[config.mk]
export PLATFORM = sky130hd
export DESIGN_NAME = uart_cfg_flat
export DESIGN_NICKNAME = d
export VERILOG_FILES = /design/src/rtl/uart_pkg.sv /design/src/rtl/uart_cfg_if.sv /design/src/rtl/uart_fifo.sv /design/src/rtl/uart_cfg.sv /design/src/flat_wrapper.sv
export SDC_FILE = /design/constraint.sdc
export NUM_CORES = 1
export LEC_CHECK = 0
export CAP_MARGIN = 20
export CORE_ASPECT_RATIO = 1.2
export CORE_MARGIN = 10
export CORE_UTILIZATION = 45
export DETAILED_ROUTE_END_ITERATION = 6
export GPL_ROUTABILITY_DRIVEN = 0
export PLACE_DENSITY_LB_ADDON = 0.12
export SYNTH_ARGS = -nofsm -noshare
export SYNTH_HDL_FRONTEND = slang
export SYNTH_HIERARCHICAL = 1
export SYNTH_SLANG_ARGS = --single-unit
export TNS_END_PERCENT = 5
[constraint.sdc]
create_clock -name clk -period 5.39 [get_ports clk]
set_input_delay 0.8085 -clock clk [delete_from_list [all_inputs] [get_ports clk]]
set_output_delay 0.8085 -clock clk [all_outputs]
set_load 0.01 [all_outputs]
[src/rtl/uart_pkg.sv]
// uart_pkg: shared state types, constants and parity helper for uart_cfg
package uart_pkg;
  localparam int MIN_DIV = 2;
  localparam int MAX_BITS = 9;
  typedef enum logic [2:0] {TX_IDLE, TX_START, TX_DATA, TX_PARITY, TX_STOP} uart_tx_state_t;
  typedef enum logic [2:0] {RX_IDLE, RX_START, RX_DATA, RX_PARITY, RX_STOP} uart_rx_state_t;
  // callers zero-extend their DATA_BITS vector, which leaves the XOR unchanged
  function automatic logic parity(input logic [MAX_BITS-1:0] d, input logic odd);
    return ^d ^ odd;
  endfunction
endpackage

[src/rtl/uart_cfg_if.sv]
// uart_cfg_if: core-side TX/RX FIFO handshake bundle of uart_cfg
interface uart_cfg_if #(parameter int DATA_BITS = 8);
  logic tx_valid, tx_ready, rx_valid, rx_ready, rx_frame_err, rx_parity_err, rx_overrun;
  logic [DATA_BITS-1:0] tx_data, rx_data;
  modport master(output tx_valid, tx_data, rx_ready,
                 input tx_ready, rx_valid, rx_data, rx_frame_err, rx_parity_err, rx_overrun);
  modport slave(input tx_valid, tx_data, rx_ready,
                output tx_ready, rx_valid, rx_data, rx_frame_err, rx_parity_err, rx_overrun);
endinterface

[src/rtl/uart_fifo.sv]
// uart_fifo: synchronous FIFO with wrap-bit pointers; push ignored when full, pop when empty
module uart_fifo #(
  parameter int WIDTH = 8,
  parameter int DEPTH = 16
) (
  input  logic clk,
  input  logic rst,
  input  logic push,
  input  logic pop,
  input  logic [WIDTH-1:0] din,
  output logic [WIDTH-1:0] dout,
  output logic full,
  output logic empty
);
  localparam int AW = $clog2(DEPTH);
  logic [WIDTH-1:0] mem [DEPTH];
  logic [AW:0] wr_q, wr_d, rd_q, rd_d;
  logic do_push, do_pop;
  always_comb begin
    full = wr_q[AW-1:0] == rd_q[AW-1:0] && wr_q[AW] != rd_q[AW];
    empty = wr_q == rd_q;
    do_push = push && !full;
    do_pop = pop && !empty;
    wr_d = wr_q + {{AW{1'b0}}, do_push};
    rd_d = rd_q + {{AW{1'b0}}, do_pop};
    dout = mem[rd_q[AW-1:0]];
  end
  always_ff @(posedge clk or posedge rst) begin
    if (rst) begin
      wr_q <= '0;
      rd_q <= '0;
    end else begin
      wr_q <= wr_d;
      rd_q <= rd_d;
    end
  end
  always_ff @(posedge clk) begin
    if (do_push) mem[wr_q[AW-1:0]] <= din;
  end
endmodule

[src/rtl/uart_cfg.sv]
// uart_cfg: full-duplex UART with runtime divisor, optional parity, 1/2 stop bits,
// TX/RX FIFOs and per-entry receive error flags
module uart_cfg import uart_pkg::*; #(
  parameter int DATA_BITS = 8,
  parameter int TX_FIFO = 16,
  parameter int RX_FIFO = 16,
  parameter int DIV_W = 16
) (
  input  logic clk,
  input  logic rst,
  input  logic [DIV_W-1:0] divisor,
  input  logic parity_en,
  input  logic parity_odd,
  input  logic two_stop,
  input  logic uart_rx,
  output logic uart_tx,
  uart_cfg_if.slave bus
);
  localparam int BW = $clog2(DATA_BITS);
  logic [DIV_W-1:0] div_eff;
  logic tx_empty, tx_full, tx_pop, tx_tick, tx_load;
  logic rx_empty, rx_full, rx_push, rx_tick;
  logic [DATA_BITS-1:0] tx_head;
  logic [DATA_BITS+1:0] rx_head;
  uart_tx_state_t tx_st_q, tx_st_d;
  uart_rx_state_t rx_st_q, rx_st_d;
  logic [DIV_W-1:0] tx_cnt_q, tx_cnt_d, tx_div_q, tx_div_d, rx_cnt_q, rx_cnt_d, rx_div_q, rx_div_d;
  logic [BW-1:0] tx_bit_q, tx_bit_d, rx_bit_q, rx_bit_d;
  logic [DATA_BITS-1:0] tx_sh_q, tx_sh_d, rx_sh_q, rx_sh_d;
  logic tx_pen_q, tx_pen_d, tx_par_q, tx_par_d, tx_two_q, tx_two_d, tx_line_q, tx_line_d;
  logic rx_pen_q, rx_pen_d, rx_odd_q, rx_odd_d, rx_perr_q, rx_perr_d, ovr_q, ovr_d;
  logic [2:0] rx_sync_q, rx_sync_d;
  assign div_eff = (divisor < DIV_W'(MIN_DIV)) ? DIV_W'(MIN_DIV) : divisor;
  assign uart_tx = tx_line_q;
  assign bus.tx_ready = !tx_full;
  assign bus.rx_valid = !rx_empty;
  assign bus.rx_overrun = ovr_q;
  assign bus.rx_parity_err = rx_head[DATA_BITS+1];
  assign bus.rx_frame_err = rx_head[DATA_BITS];
  assign bus.rx_data = rx_head[DATA_BITS-1:0];
  uart_fifo #(.WIDTH(DATA_BITS), .DEPTH(TX_FIFO)) u_tx_fifo (
    .clk, .rst, .push(bus.tx_valid), .pop(tx_pop), .din(bus.tx_data),
    .dout(tx_head), .full(tx_full), .empty(tx_empty));
  uart_fifo #(.WIDTH(DATA_BITS+2), .DEPTH(RX_FIFO)) u_rx_fifo (
    .clk, .rst, .push(rx_push), .pop(bus.rx_ready), .din({rx_perr_q, ~rx_sync_q[1], rx_sh_q}),
    .dout(rx_head), .full(rx_full), .empty(rx_empty));
  // STOP reloads straight into START so back-to-back frames have no idle gap
  always_comb begin
    tx_st_d = tx_st_q;
    tx_div_d = tx_div_q;
    tx_bit_d = tx_bit_q;
    tx_sh_d = tx_sh_q;
    tx_pen_d = tx_pen_q;
    tx_par_d = tx_par_q;
    tx_two_d = tx_two_q;
    tx_tick = tx_cnt_q == tx_div_q - 1'b1;
    tx_cnt_d = (tx_st_q == TX_IDLE || tx_tick) ? '0 : tx_cnt_q + 1'b1;
    tx_load = 1'b0;
    case (tx_st_q)
      TX_IDLE: tx_load = !tx_empty;
      TX_START: if (tx_tick) tx_st_d = TX_DATA;
      TX_DATA: if (tx_tick) begin
        tx_sh_d = tx_sh_q >> 1;
        tx_bit_d = tx_bit_q + 1'b1;
        if (tx_bit_q == BW'(DATA_BITS - 1)) begin
          tx_bit_d = '0;
          tx_st_d = tx_pen_q ? TX_PARITY : TX_STOP;
        end
      end
      TX_PARITY: if (tx_tick) tx_st_d = TX_STOP;
      TX_STOP: if (tx_tick) begin
        if (tx_two_q && tx_bit_q == '0) tx_bit_d = BW'(1);
        else begin
          tx_st_d = TX_IDLE;
          tx_load = !tx_empty;
        end
      end
      default: tx_st_d = TX_IDLE;
    endcase
    tx_pop = tx_load;
    if (tx_load) begin
      tx_st_d = TX_START;
      tx_cnt_d = '0;
      tx_bit_d = '0;
      tx_sh_d = tx_head;
      tx_div_d = div_eff;
      tx_pen_d = parity_en;
      tx_two_d = two_stop;
      tx_par_d = parity(MAX_BITS'(tx_head), parity_odd);
    end
    tx_line_d = tx_st_q == TX_START ? 1'b0 : tx_st_q == TX_DATA ? tx_sh_q[0] :
                tx_st_q == TX_PARITY ? tx_par_q : 1'b1;
  end
  // rx_sync_q: [1] is the synchronised line, [2] its previous value for edge detection
  always_comb begin
    rx_sync_d = {rx_sync_q[1:0], uart_rx};
    rx_st_d = rx_st_q;
    rx_div_d = rx_div_q;
    rx_bit_d = rx_bit_q;
    rx_sh_d = rx_sh_q;
    rx_pen_d = rx_pen_q;
    rx_odd_d = rx_odd_q;
    rx_perr_d = rx_perr_q;
    rx_tick = rx_cnt_q == ((rx_st_q == RX_START) ? rx_div_q >> 1 : rx_div_q) - 1'b1;
    rx_cnt_d = (rx_st_q == RX_IDLE || rx_tick) ? '0 : rx_cnt_q + 1'b1;
    rx_push = 1'b0;
    case (rx_st_q)
      RX_IDLE: if (rx_sync_q[2] && !rx_sync_q[1]) begin
        rx_st_d = RX_START;
        rx_div_d = div_eff;
        rx_pen_d = parity_en;
        rx_odd_d = parity_odd;
        rx_perr_d = 1'b0;
      end
      RX_START: if (rx_tick) begin
        rx_st_d = rx_sync_q[1] ? RX_IDLE : RX_DATA;
        rx_bit_d = '0;
      end
      RX_DATA: if (rx_tick) begin
        rx_sh_d = {rx_sync_q[1], rx_sh_q[DATA_BITS-1:1]};
        rx_bit_d = rx_bit_q + 1'b1;
        if (rx_bit_q == BW'(DATA_BITS - 1)) rx_st_d = rx_pen_q ? RX_PARITY : RX_STOP;
      end
      RX_PARITY: if (rx_tick) begin
        rx_perr_d = rx_sync_q[1] != parity(MAX_BITS'(rx_sh_q), rx_odd_q);
        rx_st_d = RX_STOP;
      end
      RX_STOP: if (rx_tick) begin
        rx_push = 1'b1;
        rx_st_d = RX_IDLE;
      end
      default: rx_st_d = RX_IDLE;
    endcase
    ovr_d = rx_push && rx_full;
  end
  always_ff @(posedge clk or posedge rst) begin
    if (rst) begin
      tx_st_q <= TX_IDLE;
      tx_cnt_q <= '0;
      tx_div_q <= DIV_W'(MIN_DIV);
      tx_bit_q <= '0;
      tx_sh_q <= '0;
      tx_pen_q <= 1'b0;
      tx_par_q <= 1'b0;
      tx_two_q <= 1'b0;
      tx_line_q <= 1'b1;
      rx_st_q <= RX_IDLE;
      rx_cnt_q <= '0;
      rx_div_q <= DIV_W'(MIN_DIV);
      rx_bit_q <= '0;
      rx_sh_q <= '0;
      rx_pen_q <= 1'b0;
      rx_odd_q <= 1'b0;
      rx_perr_q <= 1'b0;
      rx_sync_q <= '1;
      ovr_q <= 1'b0;
    end else begin
      tx_st_q <= tx_st_d;
      tx_cnt_q <= tx_cnt_d;
      tx_div_q <= tx_div_d;
      tx_bit_q <= tx_bit_d;
      tx_sh_q <= tx_sh_d;
      tx_pen_q <= tx_pen_d;
      tx_par_q <= tx_par_d;
      tx_two_q <= tx_two_d;
      tx_line_q <= tx_line_d;
      rx_st_q <= rx_st_d;
      rx_cnt_q <= rx_cnt_d;
      rx_div_q <= rx_div_d;
      rx_bit_q <= rx_bit_d;
      rx_sh_q <= rx_sh_d;
      rx_pen_q <= rx_pen_d;
      rx_odd_q <= rx_odd_d;
      rx_perr_q <= rx_perr_d;
      rx_sync_q <= rx_sync_d;
      ovr_q <= ovr_d;
    end
  end
endmodule
[src/flat_wrapper.sv]
// flat-port wrapper written by rule: the top's interface ports become plain ports
module uart_cfg_flat import uart_pkg::*;
#(
  parameter int DATA_BITS = 8,
  parameter int TX_FIFO = 16,
  parameter int RX_FIFO = 16,
  parameter int DIV_W = 16
)
  (clk, rst, divisor, parity_en, parity_odd, two_stop, uart_rx, uart_tx, bus_tx_valid, bus_tx_data, bus_rx_ready, bus_tx_ready, bus_rx_valid, bus_rx_data, bus_rx_frame_err, bus_rx_parity_err, bus_rx_overrun);
  uart_cfg_if #(.DATA_BITS(DATA_BITS)) bus_i ();
  input  logic clk;
  input  logic rst;
  input  logic [DIV_W-1:0] divisor;
  input  logic parity_en;
  input  logic parity_odd;
  input  logic two_stop;
  input  logic uart_rx;
  output logic uart_tx;
  input wire logic [$bits(bus_i.tx_valid)-1:0] bus_tx_valid;
  input wire logic [$bits(bus_i.tx_data)-1:0] bus_tx_data;
  input wire logic [$bits(bus_i.rx_ready)-1:0] bus_rx_ready;
  output wire logic [$bits(bus_i.tx_ready)-1:0] bus_tx_ready;
  output wire logic [$bits(bus_i.rx_valid)-1:0] bus_rx_valid;
  output wire logic [$bits(bus_i.rx_data)-1:0] bus_rx_data;
  output wire logic [$bits(bus_i.rx_frame_err)-1:0] bus_rx_frame_err;
  output wire logic [$bits(bus_i.rx_parity_err)-1:0] bus_rx_parity_err;
  output wire logic [$bits(bus_i.rx_overrun)-1:0] bus_rx_overrun;
  assign bus_i.tx_valid = bus_tx_valid;
  assign bus_i.tx_data = bus_tx_data;
  assign bus_i.rx_ready = bus_rx_ready;
  assign bus_tx_ready = bus_i.tx_ready;
  assign bus_rx_valid = bus_i.rx_valid;
  assign bus_rx_data = bus_i.rx_data;
  assign bus_rx_frame_err = bus_i.rx_frame_err;
  assign bus_rx_parity_err = bus_i.rx_parity_err;
  assign bus_rx_overrun = bus_i.rx_overrun;
  uart_cfg #(.DATA_BITS(DATA_BITS), .TX_FIFO(TX_FIFO), .RX_FIFO(RX_FIFO), .DIV_W(DIV_W)) u_core (.clk(clk), .rst(rst), .divisor(divisor), .parity_en(parity_en), .parity_odd(parity_odd), .two_stop(two_stop), .uart_rx(uart_rx), .uart_tx(uart_tx), .bus(bus_i));
endmodule
; Word level (Yosys, flattened, before mapping)
; Memories as Yosys holds them, arrays and structs flattened.
; Cells that the tools add are included.
[totals]
ramBits = 288
latchBits = 0
elab_cells = 155
reg_bits = 123
out_inout_bits = 14
mem_count = 2
mem_bits_ro = 0
input_bits = 32
[op_classes]
addsub = 10
multipliers = 0
n_shift = 0
div = 0
order_cmp = 1
bitwise_logic = 3
n_reduce_logical = 34
eq_ne = 33
n_mux = 49
[memory_table]
columns = memory, words, word_bits, rd, rd_clocked_by_memory_dff, write_ports, line
row1 = u_core.u_rx_fifo.mem, 16, 10, 1, 0, 1, uart_fifo.sv:16  ; logic [WIDTH-1:0] mem [DEPTH];
row2 = u_core.u_tx_fifo.mem, 16, 8, 1, 0, 1, uart_fifo.sv:16
[op_table]
columns = op, count
row1 = $mux 16, 5
row2 = $mux 3, 21
row3 = $add 16x1->16 const B, 2
row4 = $eq 16x16->1, 2
row5 = $sub 16x1->16 const B, 2
row6 = $pmux 3 s5, 2
row7 = $mux 8, 3
row8 = $add 5x1->5, 4
row9 = $ne 3x2->1 const B, 6
row10 = $reduce_xor 9->1, 2
row11 = $lt 16x2->1 const B, 1
row12 = $mux 1, 13
row13 = $eq 3x2->1 const B, 4
row14 = $eq 3x3->1 const B, 4
row15 = $pmux 3 s2, 2
row16 = $eq 5x5->1, 2
row17 = $ne 2x1->1 const B, 5
row18 = $logic_and 1x1->1, 9
row19 = $logic_not 3->1, 3
row20 = $eq 4x4->1, 2
row21 = $reduce_bool 2->1, 4
row22 = $reduce_and 7->1, 1
row23 = $add 3x1->3 const B, 2
row24 = $eq 3x1->1 const B, 2
row25 = 14 further kinds, 27

; Depth between registers and ports, before layout
; Gate-level depths: netlist (run 1).
[logic_depth]
ltp_word = 9
mapped_depth = 22

; Modules after synthesis
; Netlist (run 1), hierarchy kept.
[modules_own_cells]
columns = mod, instances, area_each_um2, cells_each, seq_area_each_um2
row1 = uart_fifo (u_core.u_rx_fifo), 1, 6772.7, 335, 5054.8
row2 = uart_cfg, 1, 6427.4, 662, 2585.0
row3 = uart_fifo (u_core.u_tx_fifo), 1, 5539.1, 274, 4093.9

; Worst setup path after synthesis (run 1)
; OpenSTA, ideal clock, no wires.
[synth_timing]
path_type = register to register
startpoint = register u_core.rx_st_q[0]
endpoint = memory u_core/u_rx_fifo/mem[12][0] in the netlist's numbering, enable pin
path_buffers = 3
t_arrival_ns = 5.426
stages_incl_launch_ff = 17
setup_time_ns = 0.404
slack_ns = -0.439
path_cell_list = dfrtp_1 -> buf_2 -> nor3b_2 -> clkbuf_1 -> mux2i_1 -> ha_1 -> or4b_2 -> clkbuf_1 -> a2111oi_4 -> a21oi_1 -> or3_1 -> a22oi_1 -> nand4_1 -> or2_2 -> nor2_1 -> o21ai_2 -> nor4_1
[synth_between]
elab_chain_cells = 9
elab_cells_between_ends = 10
cone_classes = add/sub: 1 / eq/ne: 3 / mux: 5 / reduce/logical: 1
[synth_lines]
columns = element, line
row1 = "start, declared", uart_cfg.sv:26  ; uart_rx_state_t rx_st_q, rx_st_d;
row2 = "start signal, assigned", uart_cfg.sv:167  ; rx_st_q <= rx_st_d;
row3 = $eq 3x1->1, uart_cfg.sv:104  ; rx_tick = rx_cnt_q == ((rx_st_q == RX_START) ? rx_div_q >> 1 : rx_div_q) - 1'b1;
row4 = $mux 16, uart_cfg.sv:104
row5 = $sub 16x1->16, uart_cfg.sv:104
row6 = $eq 16x16->1, uart_cfg.sv:104
row7 = $mux 1, uart_cfg.sv:128  ; RX_STOP: if (rx_tick) begin
row8 = $mux 1 (*), uart_cfg.sv:107  ; case (rx_st_q)
row9 = named net u_core.rx_push, uart_cfg.sv:22  ; logic rx_empty, rx_full, rx_push, rx_tick;
row10 = $logic_and 1x1->1 (*), uart_fifo.sv:22  ; do_push = push && !full;
row11 = $mux 1 (*), uart_fifo.sv:38  ; if (do_push) mem[wr_q[AW-1:0]] <= din;
row12 = $mux 1 (not written as such) (*), uart_fifo.sv:38
row13 = "end, declared", uart_fifo.sv:16
; The timed path passes the listed nets; every way through them passes the cells marked *.

; Worst setup path in the final report (run 1)
[layout_timing]
startpoint = register u_core.rx_st_q[2]
endpoint = memory u_core/u_rx_fifo/mem[3][7] in the netlist's numbering, enable pin
; Same word-level chain as after synthesis.

==> results of run 1 <==
[per-layer routing]
metal | up-vias | GRT usage [%] | routed length [um]
li1 | 5030 | - | -
met1 | 5386 | 21.7 | 17800
met2 | 231 | 27.5 | 20700
met3 | 64 | 2.62 | 1740
met4 | 0 | 5.37 | 1150
met5 | - | 0 | 0
[placed cells by master (no fill, tap or decap), types with 14 or more instances in the layout]
cell type	count
a21oi_1	21
a22oi_1	18
buf_4	41
clkbuf_1	14
clkbuf_16	41
clkdlybuf4s50_1	45
dfrtp_1	114
edfxtp_1	288
ha_1	17
inv_1	26
mux2_1	18
mux2_2	36
mux2i_1	45
mux4_1	28
mux4_2	32
nand2_1	46
nand2b_1	18
nand3_1	35
nor2_1	79
nor3_1	22
nor4_1	14
o21ai_0	24
o22ai_1	14
xnor2_1	64
xor2_1	34
[critical path, cell delays in order, from the launching register on]
cell and delay (ps):
dfrtp_1 400, nor3b_4 330, mux2i_1 330, ha_1 270, or4b_2 720, a2111oi_4 480, a211oi_1 150, a2111oi_1 450
nand2_1 320, or2_2 410, nor2_1 150, o21ai_2 160, buf_8 210, nor4_2 230, buf_4 230
[how the worst max path moves through the flow]
stage / start / to / cells after the start / slack [ps]
finish: u_core/rx_st_q[2] / u_core/u_rx_fifo/mem[3][7] / 14 / 240
detailed placement: u_core/rx_st_q[2] / u_core/u_rx_fifo/mem[4][9] / 14 / 80
global route: u_core/rx_st_q[2] / u_core/u_rx_fifo/mem[3][5] / 15 / 10
floorplan: u_core/rx_st_q[0] / u_core/u_rx_fifo/mem[11][0] / 17 / -80
CTS: u_core/rx_st_q[2] / u_core/u_rx_fifo/mem[3][1] / 14 / 30
global placement: u_core/rx_st_q[2] / u_core/u_rx_fifo/wr_q[4] / 16 / 180
[layout make-up]
class                           count  area share (%)
Inverter                           27           0.492
Clock buffer                       56            5.18
Multi-Input combinational cell    760            31.2
Clock inverter                     16           0.599
Sequential cell                   411            55.6
Timing Repair Buffer               88            3.74
Tap cell                          539            3.20
[registers in the layout (all words and copies together) (netlist names), 3 cells and up]
name and cells:
u_core/u_rx_fifo/mem 160, u_core/u_tx_fifo/mem 128, u_core/rx_cnt_q 16, u_core/rx_div_q 16
u_core/tx_cnt_q 16, u_core/tx_div_q 16, u_core/rx_sh_q 8, u_core/tx_sh_q 8
u_core/u_rx_fifo/rd_q 5, u_core/u_rx_fifo/wr_q 5, u_core/u_tx_fifo/rd_q 5, u_core/u_tx_fifo/wr_q 5
u_core/rx_bit_q 3, u_core/rx_st_q 3, u_core/rx_sync_q 3, u_core/tx_bit_q 3
u_core/tx_st_q 3
[per-stage QoR]
| stage | hold WS [ps] | instance area, um2 | utilization (%) | worst slack (ps) |
|---|---|---|---|---|
| floorplan | 345 | 18800 | - | -75.7 |
| global placement | 377 | 19800 | 48.5 | 177 |
| detailed placement | 380 | 19900 | 48.5 | 84.1 |
| CTS | 396 | 21100 | 51.5 | 33.8 |
| global route | 401 | 21100 | 51.5 | 9.53 |
| finish | 387 | 21100 | 51.5 | 238 |
[power by group]
group,internal [mW],leakage (nW),switching [mW]
Clock,1.51,0.592,1.13
Combinational,1.36,2.69,1.27
Sequential,3.74,3.87,0.648
[cells by family after synthesis]
logic type | Yosys count | share of synthesized area, %
compound gates | 161 | 6.08
xor+xnor | 98 | 4.58
fa+ha+maj | 17 | 1.14
buf+inv | 100 | 2.83
flops | 411 | 62.6
mux | 159 | 13.4
simple gates | 325 | 9.33
==> impl_metrics.env, run 1 <==
export IMPL_cts_sinks=411
export IMPL_viasPerCell=5.65
export IMPL_ir_drop_uv=295
export IMPL_cp_max_fo=12
export IMPL_die_area_um2=50200
export IMPL_synth_edff_count=288
export IMPL_synth_main_ff_cell="edfxtp_1"
export IMPL_synth_distinct_cells=81
export IMPL_h_tree_depth=2
export IMPL_grtUsageTotal_pct=16.5
export IMPL_crit_required_ps=5630
export IMPL_postSynthCellCount=1271
export IMPL_synth_seq_cells=411
export IMPL_cp_start_kind="flip-flop"
export IMPL_drtIter0Drc=740
export IMPL_netlist_top_cells_count="edfxtp_1 (288), dfrtp_1 (117), nor2_1 (79)"
export IMPL_crit_type="reg -> reg"
export IMPL_core_area_um2=40900
export IMPL_nets=1378
export IMPL_post_cts_buffers=0
export IMPL_netlist_area_leader_share_pct=46.2
export IMPL_port_buffers=45
export IMPL_routedWlPerCell_um=21.8
export IMPL_hpwl_um=28400
export IMPL_clockBufferDepth=3
export IMPL_grt_pass1_wl_um=64700
export IMPL_drv_cap=0
export IMPL_relSlewSlack_pct=29.1
export IMPL_fin_cells=1897
export IMPL_rsz0062_at_grt="false"
export IMPL_hp_class="reg -> reg"
export IMPL_syn_mean_instance_area_um2=14.7
export IMPL_antenna_cells=0
export IMPL_cts_tree="done"
export IMPL_cts_resized=0
export IMPL_fin_crit_ps=5150
export IMPL_routed_wl_um=41400
export IMPL_r2r_slack_ps=240
export IMPL_syn_nets=1320
export IMPL_critPathCaptureType="flip-flop"
export IMPL_skew_ps=9.47
export IMPL_path_clk_slew_ps=60
export IMPL_fill_cells=3447
export IMPL_synth_area_um2=18700
export IMPL_setup_tns_ps=0
export IMPL_yosysMostFrequentCell="edfxtp_1"
export IMPL_grt_max_degree=72
export IMPL_rows=81
export IMPL_tightest_slew_ps=1060
export IMPL_placedCellCount=1824
export IMPL_die_h_um=244
export IMPL_ant_nets=0
export IMPL_ys_top_cells_by_area="edfxtp_1 (46%), dfrtp_1 (16%), mux4_1 (3.9%)"
export IMPL_power_density_nw_per_um2=458
export IMPL_hold_end="u_core/rx_sync_q[1]"
export IMPL_hp_start="u_core/rx_sync_q[0]"
export IMPL_cp_arrival_ps=5390
export IMPL_status="complete, no violations"
export IMPL_seq_area_um2=11700
export IMPL_io_pins=46
export IMPL_worstRegToRegCells=14
export IMPL_syn2layout_area_growth_pct=12.6
export IMPL_leakage_nw=7.16
export IMPL_numCtsBuffers=41
export IMPL_synth_top_area_cell="edfxtp_1"
export IMPL_drc_errors=0
export IMPL_drive_gt1_share_pct=15.9
export IMPL_setup_violations=0
export IMPL_power_mw=9.67
export IMPL_grt_pass1_vias=10900
export IMPL_yosys_warnings=6
export IMPL_dr_pass1_iters=5
export IMPL_antenna_found_initial=0
export IMPL_gr_total_overflow=0
export IMPL_multi_input_area_um2=6580
export IMPL_finalMaxSlewViolations=0
export IMPL_ys_seq_area_share_pct=62.6
export IMPL_die_x_um=206
export IMPL_hold_depth=0
export IMPL_ctsHoldBuffers=0
export IMPL_r2r_end="u_core/u_rx_fifo/mem[3][7]"
export IMPL_clkLatencyLatePin_ps=540
export IMPL_clockRootBuffer="clkbuf_16"
export IMPL_period_share_pct=95.6
export IMPL_max_freq_ghz=0.194
export IMPL_worstReg2RegStart="u_core/rx_st_q[2]"
export IMPL_vias=10700
export IMPL_initial_core_util_pct=45.8
export IMPL_finalHoldViolCount=0
export IMPL_ys_async_sr_fraction_pct=29.9
(Power assumes the default switching activity.)
==> run 2: changes to the inputs <==
--- a/config.mk
+++ b/config.mk
@@ -8,8 +8,6 @@
 export CAP_MARGIN = 20
 export CORE_ASPECT_RATIO = 1.2
-export CORE_MARGIN = 10
 export CORE_UTILIZATION = 45
 export DETAILED_ROUTE_END_ITERATION = 6
-export GPL_ROUTABILITY_DRIVEN = 0
 export PLACE_DENSITY_LB_ADDON = 0.12
 export SYNTH_ARGS = -nofsm -noshare
==> constraint.sdc (replaced) <==
create_clock -name clk -period 5.39 [get_ports clk]
set_input_delay 0.8085 -clock clk [delete_from_list [all_inputs] [get_ports clk]]
set_output_delay 0.8085 -clock clk [all_outputs]
set_load 0.005 [all_outputs]
==> impl_metrics.env, run 2 (synthesis gave the netlist of run 1 again) <==
export IMPL_status="complete, no violations"
export IMPL_grtUsageTotal_pct=20.0
export IMPL_drc_errors=0
export IMPL_syn2layout_area_growth_pct=13.5
export IMPL_crit_type="reg -> reg"
export IMPL_max_freq_ghz=0.201
export IMPL_skew_ps=13.6
export IMPL_power_density_nw_per_um2=463
export IMPL_power_mw=9.85
export IMPL_worstRegToRegCells=16
export IMPL_tightest_slew_ps=1050
export IMPL_viasPerCell=5.67
export IMPL_grt_pass1_vias=10800
export IMPL_gp_congestion=0.823
export IMPL_drtIter0Drc=667
export IMPL_finalMaxSlewViolations=0
export IMPL_period_share_pct=92.2
export IMPL_cts_sinks=411
export IMPL_grt_most_used_layer="met2"
export IMPL_die_area_um2=42500
export IMPL_routed_wl_um=41400
export IMPL_grt_pass1_wl_um=64600
export IMPL_dp_slack_ps=48.1
export IMPL_initial_core_util_pct=45.8
export IMPL_p_sw_share_pct=31.9
export IMPL_relSlewSlack_pct=30.0
export IMPL_clkLatencyLatePin_ps=560
export IMPL_h_tree_depth=2
export IMPL_ir_drop_uv=290
export IMPL_port_buffers=45
export IMPL_p_int_mw=6.71
export IMPL_gr_usage_met3_pct=2.87
export IMPL_combPwrFrac_pct=27.7
export IMPL_use_met2_pct=34.0
export IMPL_drive_gt1_share_pct=17.0
export IMPL_seq_area_um2=11700
export IMPL_final_core_util_pct=51.9
export IMPL_clockRootBuffer="clkbuf_16"
export IMPL_antenna_found_initial=0
export IMPL_vias=10800
export IMPL_final_common_cell="edfxtp_1"
export IMPL_startpoint="u_core/rx_st_q[1]"
export IMPL_leakage_nw=7.28
export IMPL_die_x_um=188
export IMPL_rows=81
export IMPL_p_clk_share_pct=28.5
export IMPL_worstReg2RegStart="u_core/rx_st_q[1]"
export IMPL_nets=1382
export IMPL_gr_total_overflow=0
export IMPL_setup_violations=0
export IMPL_cp_arrival_ps=5230
export IMPL_p_sw_mw=3.14
export IMPL_fin_crit_ps=4970
export IMPL_most_common_layout_cells="edfxtp_1 (288), dfrtp_1 (114), nor2_1 (79), xnor2_1 (64), nand2_1 (46)"
export IMPL_ant_nets=0
export IMPL_crit_required_ps=5650
export IMPL_hold_depth=0
export IMPL_largest_register_ffs=160
export IMPL_drv_cap=0
export IMPL_cp_start_kind="flip-flop"
export IMPL_routedWlPerCell_um=21.8
export IMPL_multi_input_area_um2=6630
export IMPL_power_frac_seq_pct=43.9
export IMPL_hp_class="reg -> reg"
export IMPL_finalHoldViolCount=0
export IMPL_die_h_um=226
export IMPL_hpwl_um=27900
export IMPL_dr_pass1_iters=5
export IMPL_hp_start="u_core/rx_sync_q[1]"
export IMPL_fill_cells=3474
export IMPL_holdWs_ps=392
export IMPL_antenna_cells=0
export IMPL_rsz0062_at_grt="false"
export IMPL_grt_util_met1_pct=26.5
export IMPL_critPathCaptureType="flip-flop"
export IMPL_grt_max_degree=71
export IMPL_core_area_um2=40900
export IMPL_path_clk_slew_ps=70
export IMPL_ctsHoldBuffers=0
export IMPL_clockBufferDepth=3
export IMPL_cp_max_fo=10
export IMPL_cts_tree="done"
export IMPL_io_pins=46
export IMPL_numCtsBuffers=42
export IMPL_setup_ws_ps=418
[run 2: changes by cell type in the layout (fill, tap and decap cells not counted), sizes merged]
cell,before,now
buf,43,46
clkinvlp,0,3
clkbuf,56,52
clkinv,12,16
[run 2: what timing repair did]
action	4_1_cts	5_1_grt
hold endpoints to repair	0	0
gates resized for setup	0	11
setup buffers	0	2
setup endpoints to repair	0	151
[run 2: critical path: stages, from the launching register on]
cell,delay [ps]
dfrtp_1,410
nor3b_4,330
mux2i_2,310
ha_1,250
or4b_4,540
a2111oi_4,420
buf_4,190
a21oi_1,70
or3_1,360
a22oi_2,220
nand4_1,130
or2_2,340
nor2_1,200
o21ai_4,190
buf_4,250
nor4_2,240
buf_4,230
[run 2: area by class of cell]
| cell class | instances | share of cell area (%) |
|---|---|---|
| multi-input combinational | 760 | 31.2 |
| inverter | 27 | 0.488 |
| sequential | 411 | 55.2 |
| clock inverter | 23 | 0.900 |
| clock buffer | 52 | 5.31 |
| tap | 539 | 3.17 |
| timing repair buffer | 91 | 3.80 |
[run 2: metal layers]
layer	vias to the layer above	routed length [um]
met2	228	20800
li1	5047	-
met3	71	1450
met5	-	0
met4	0	1060
met1	5438	18200
[run 2: final timing paths]
path	end	slack (ps)
worst max-delay path	u_core/u_rx_fifo/mem[1][5]	420
worst min-delay path	u_core/rx_sync_q[2]	390
worst max register to register	u_core/u_rx_fifo/mem[1][5]	420
worst min register to register	u_core/rx_sync_q[2]	390
max in group asynchronous	u_core/rx_div_q[1]	3330
min in group asynchronous	u_core/u_rx_fifo/rd_q[4]	850
[run 2: power by group through the flow]
stage	combinational (mW)	sequential, mW	clock (mW)
after floorplan	2.39	4.00	0
after global placement	2.65	4.41	0
after detailed placement	2.73	4.39	0
after CTS	2.75	4.33	2.89
after global routing	2.99	4.40	3.00
final	2.73	4.32	2.80
[run 2: stage by stage]
step	TNS, ps	instance area [um2]	instances
finish	0	21300	1903
global route	0	21300	1903
CTS	0	21200	1901
detailed placement	0	19900	1826
global placement	0	19900	1825
floorplan	-10990	18800	1271
==> run 3: changes to the inputs <==
- CORE_UTILIZATION: 45 -> 55
==> impl_metrics.env, run 3 (synthesis gave the netlist of run 1 again) <==
export IMPL_ir_drop_uv=275
export IMPL_power_density_nw_per_um2=465
export IMPL_die_area_um2=34800
export IMPL_largest_register_ffs=160
export IMPL_syn2layout_area_growth_pct=12.9
export IMPL_port_buffers=45
export IMPL_r2r_slack_ps=270
export IMPL_rows=73
export IMPL_ant_nets=0
export IMPL_viasPerCell=5.94
export IMPL_routedWlPerCell_um=21.2
export IMPL_clockRootBuffer="clkbuf_16"
export IMPL_placedCellCount=1738
export IMPL_initial_core_util_pct=56.2
export IMPL_grt_pass1_wl_um=60800
export IMPL_gp_congestion=0.858
export IMPL_ctsHoldBuffers=0
export IMPL_io_pins=46
export IMPL_numCtsBuffers=40
export IMPL_vias=10800
export IMPL_worstReg2RegStart="u_core/rx_st_q[2]"
export IMPL_nets=1383
export IMPL_grtUsageTotal_pct=23.3
export IMPL_relSlewSlack_pct=32.2
export IMPL_status="complete, no violations"
export IMPL_max_freq_ghz=0.195
export IMPL_die_h_um=204
export IMPL_leakage_nw=7.25
export IMPL_die_x_um=171
export IMPL_p_int_mw=6.75
export IMPL_cp_start_kind="flip-flop"
export IMPL_holdWs_ps=356
export IMPL_hp_start="u_core/rx_sync_q[0]"
export IMPL_dr_pass1_iters=5
export IMPL_power_mw=9.83
export IMPL_period_share_pct=94.9
export IMPL_setup_tns_ps=0
export IMPL_core_area_um2=33300
export IMPL_setup_violations=0
export IMPL_final_common_cell="edfxtp_1"
export IMPL_cp_max_fo=13
export IMPL_clockBufferDepth=3
export IMPL_crit_type="reg -> reg"
export IMPL_critPathCaptureType="flip-flop"
export IMPL_fin_cells=1816
export IMPL_combPwrFrac_pct=28.1
export IMPL_p_sw_mw=3.08
export IMPL_hpwl_um=25800
export IMPL_crit_required_ps=5640
export IMPL_drc_errors=0
export IMPL_most_common_layout_cells="edfxtp_1 (288), dfrtp_1 (114), nor2_1 (79), xnor2_1 (64), nand2_1 (46)"
export IMPL_final_core_util_pct=63.5
export IMPL_routed_wl_um=38500
export IMPL_cp_arrival_ps=5360
export IMPL_grt_max_degree=79
export IMPL_fin_crit_ps=5120
export IMPL_antenna_found_initial=0
export IMPL_post_cts_buffers=0
export IMPL_p_clk_share_pct=28.5
export IMPL_power_frac_seq_pct=43.3
export IMPL_drv_cap=0
export IMPL_startpoint="u_core/rx_st_q[2]"
export IMPL_gr_total_overflow=0
export IMPL_antenna_cells=0
export IMPL_clkLatencyLatePin_ps=560
export IMPL_drive_gt1_share_pct=16.9
export IMPL_finalMaxSlewViolations=0
export IMPL_h_tree_depth=2
export IMPL_rsz0062_at_grt="false"
export IMPL_hp_class="reg -> reg"
export IMPL_tightest_slew_ps=1010
export IMPL_path_clk_slew_ps=60
export IMPL_skew_ps=24.7
export IMPL_drtIter0Drc=945
export IMPL_cts_sinks=411
export IMPL_p_sw_share_pct=31.3
export IMPL_finalHoldViolCount=0
export IMPL_cts_tree="done"
export IMPL_grt_pass1_vias=10700
## run 3: cell types whose count changed in the layout (fill, tap and decap cells not counted), moves of 3 or more
cell,previous run,this run
clkbuf_1,6,10
clkbuf_8,4,0
clkinv_4,0,4
nor3_4,4,0
bufinv_16,2,5
clkinv_1,9,6
clkinvlp_4,3,0
## run 3: worst paths after layout
kind | end | cells after the start
hold reg to reg | u_core/rx_sync_q[1] | 0
max in group asynchronous | u_core/rx_sync_q[0] | 4
min in group asynchronous | u_core/rx_sh_q[5] | 2
setup reg to reg | u_core/u_rx_fifo/mem[8][7] | 15
hold / removal | u_core/rx_sync_q[1] | 0
setup / recovery | u_core/u_rx_fifo/mem[8][7] | 15
## run 3: worst max-delay path, stage by stage (launching register included)
cell	delay, ps
dfrtp_1	410
nor3b_4	310
mux2i_1	330
ha_1	270
or4b_2	720
a2111oi_4	480
a21oi_1	150
or3_1	370
a22oi_2	280
nand4_1	150
or2_2	340
nor2_1	140
o21ai_2	150
buf_6	210
nor4_2	250
buf_4	240
## run 3: power by group through the flow
stage	clock network [mW]	logic, mW	registers [mW]
3_5_place_dp	0	2.69	4.37
3_3_place_gp	0	2.64	4.36
4_1_cts	2.87	2.70	4.31
5_1_grt	2.99	3.03	4.33
6_report	2.81	2.76	4.26
2_1_floorplan	0	2.39	4.00
## run 3: cell type report
| cell class | count | area, um2 |
|---|---|---|
| inverter | 27 | 104 |
| timing repair buffer | 94 | 852 |
| tap | 450 | 563 |
| clock buffer | 50 | 1040 |
| clock inverter | 24 | 283 |
| multi-input combinational | 760 | 6580 |
| fill | 2449 | 12200 |
| sequential | 411 | 11700 |
## run 3: per-layer routing
layer	part of all wire, %	wire length [um]	GRT usage (%)	vias to the layer above
met2	48	18600	38.0	275
li1	-	-	-	5055
met5	0	0	0	-
met1	44	16800	32.2	5380
met4	3.3	1250	8.20	0
met3	4.8	1870	3.16	82
## run 3: through the flow
stage / setup slack (ps) / instance area (um2)
CTS: 13.4 / 21100
global route: 8.45 / 21200
finish: 274 / 21200
detailed placement: -80.3 / 19800
global placement: 77.2 / 19800
floorplan: -75.7 / 18800
## run 3: what timing repair did
item,4_1_cts,5_1_grt
gates resized for setup,1,4
pin swaps,0,1
setup endpoints to repair,122,124
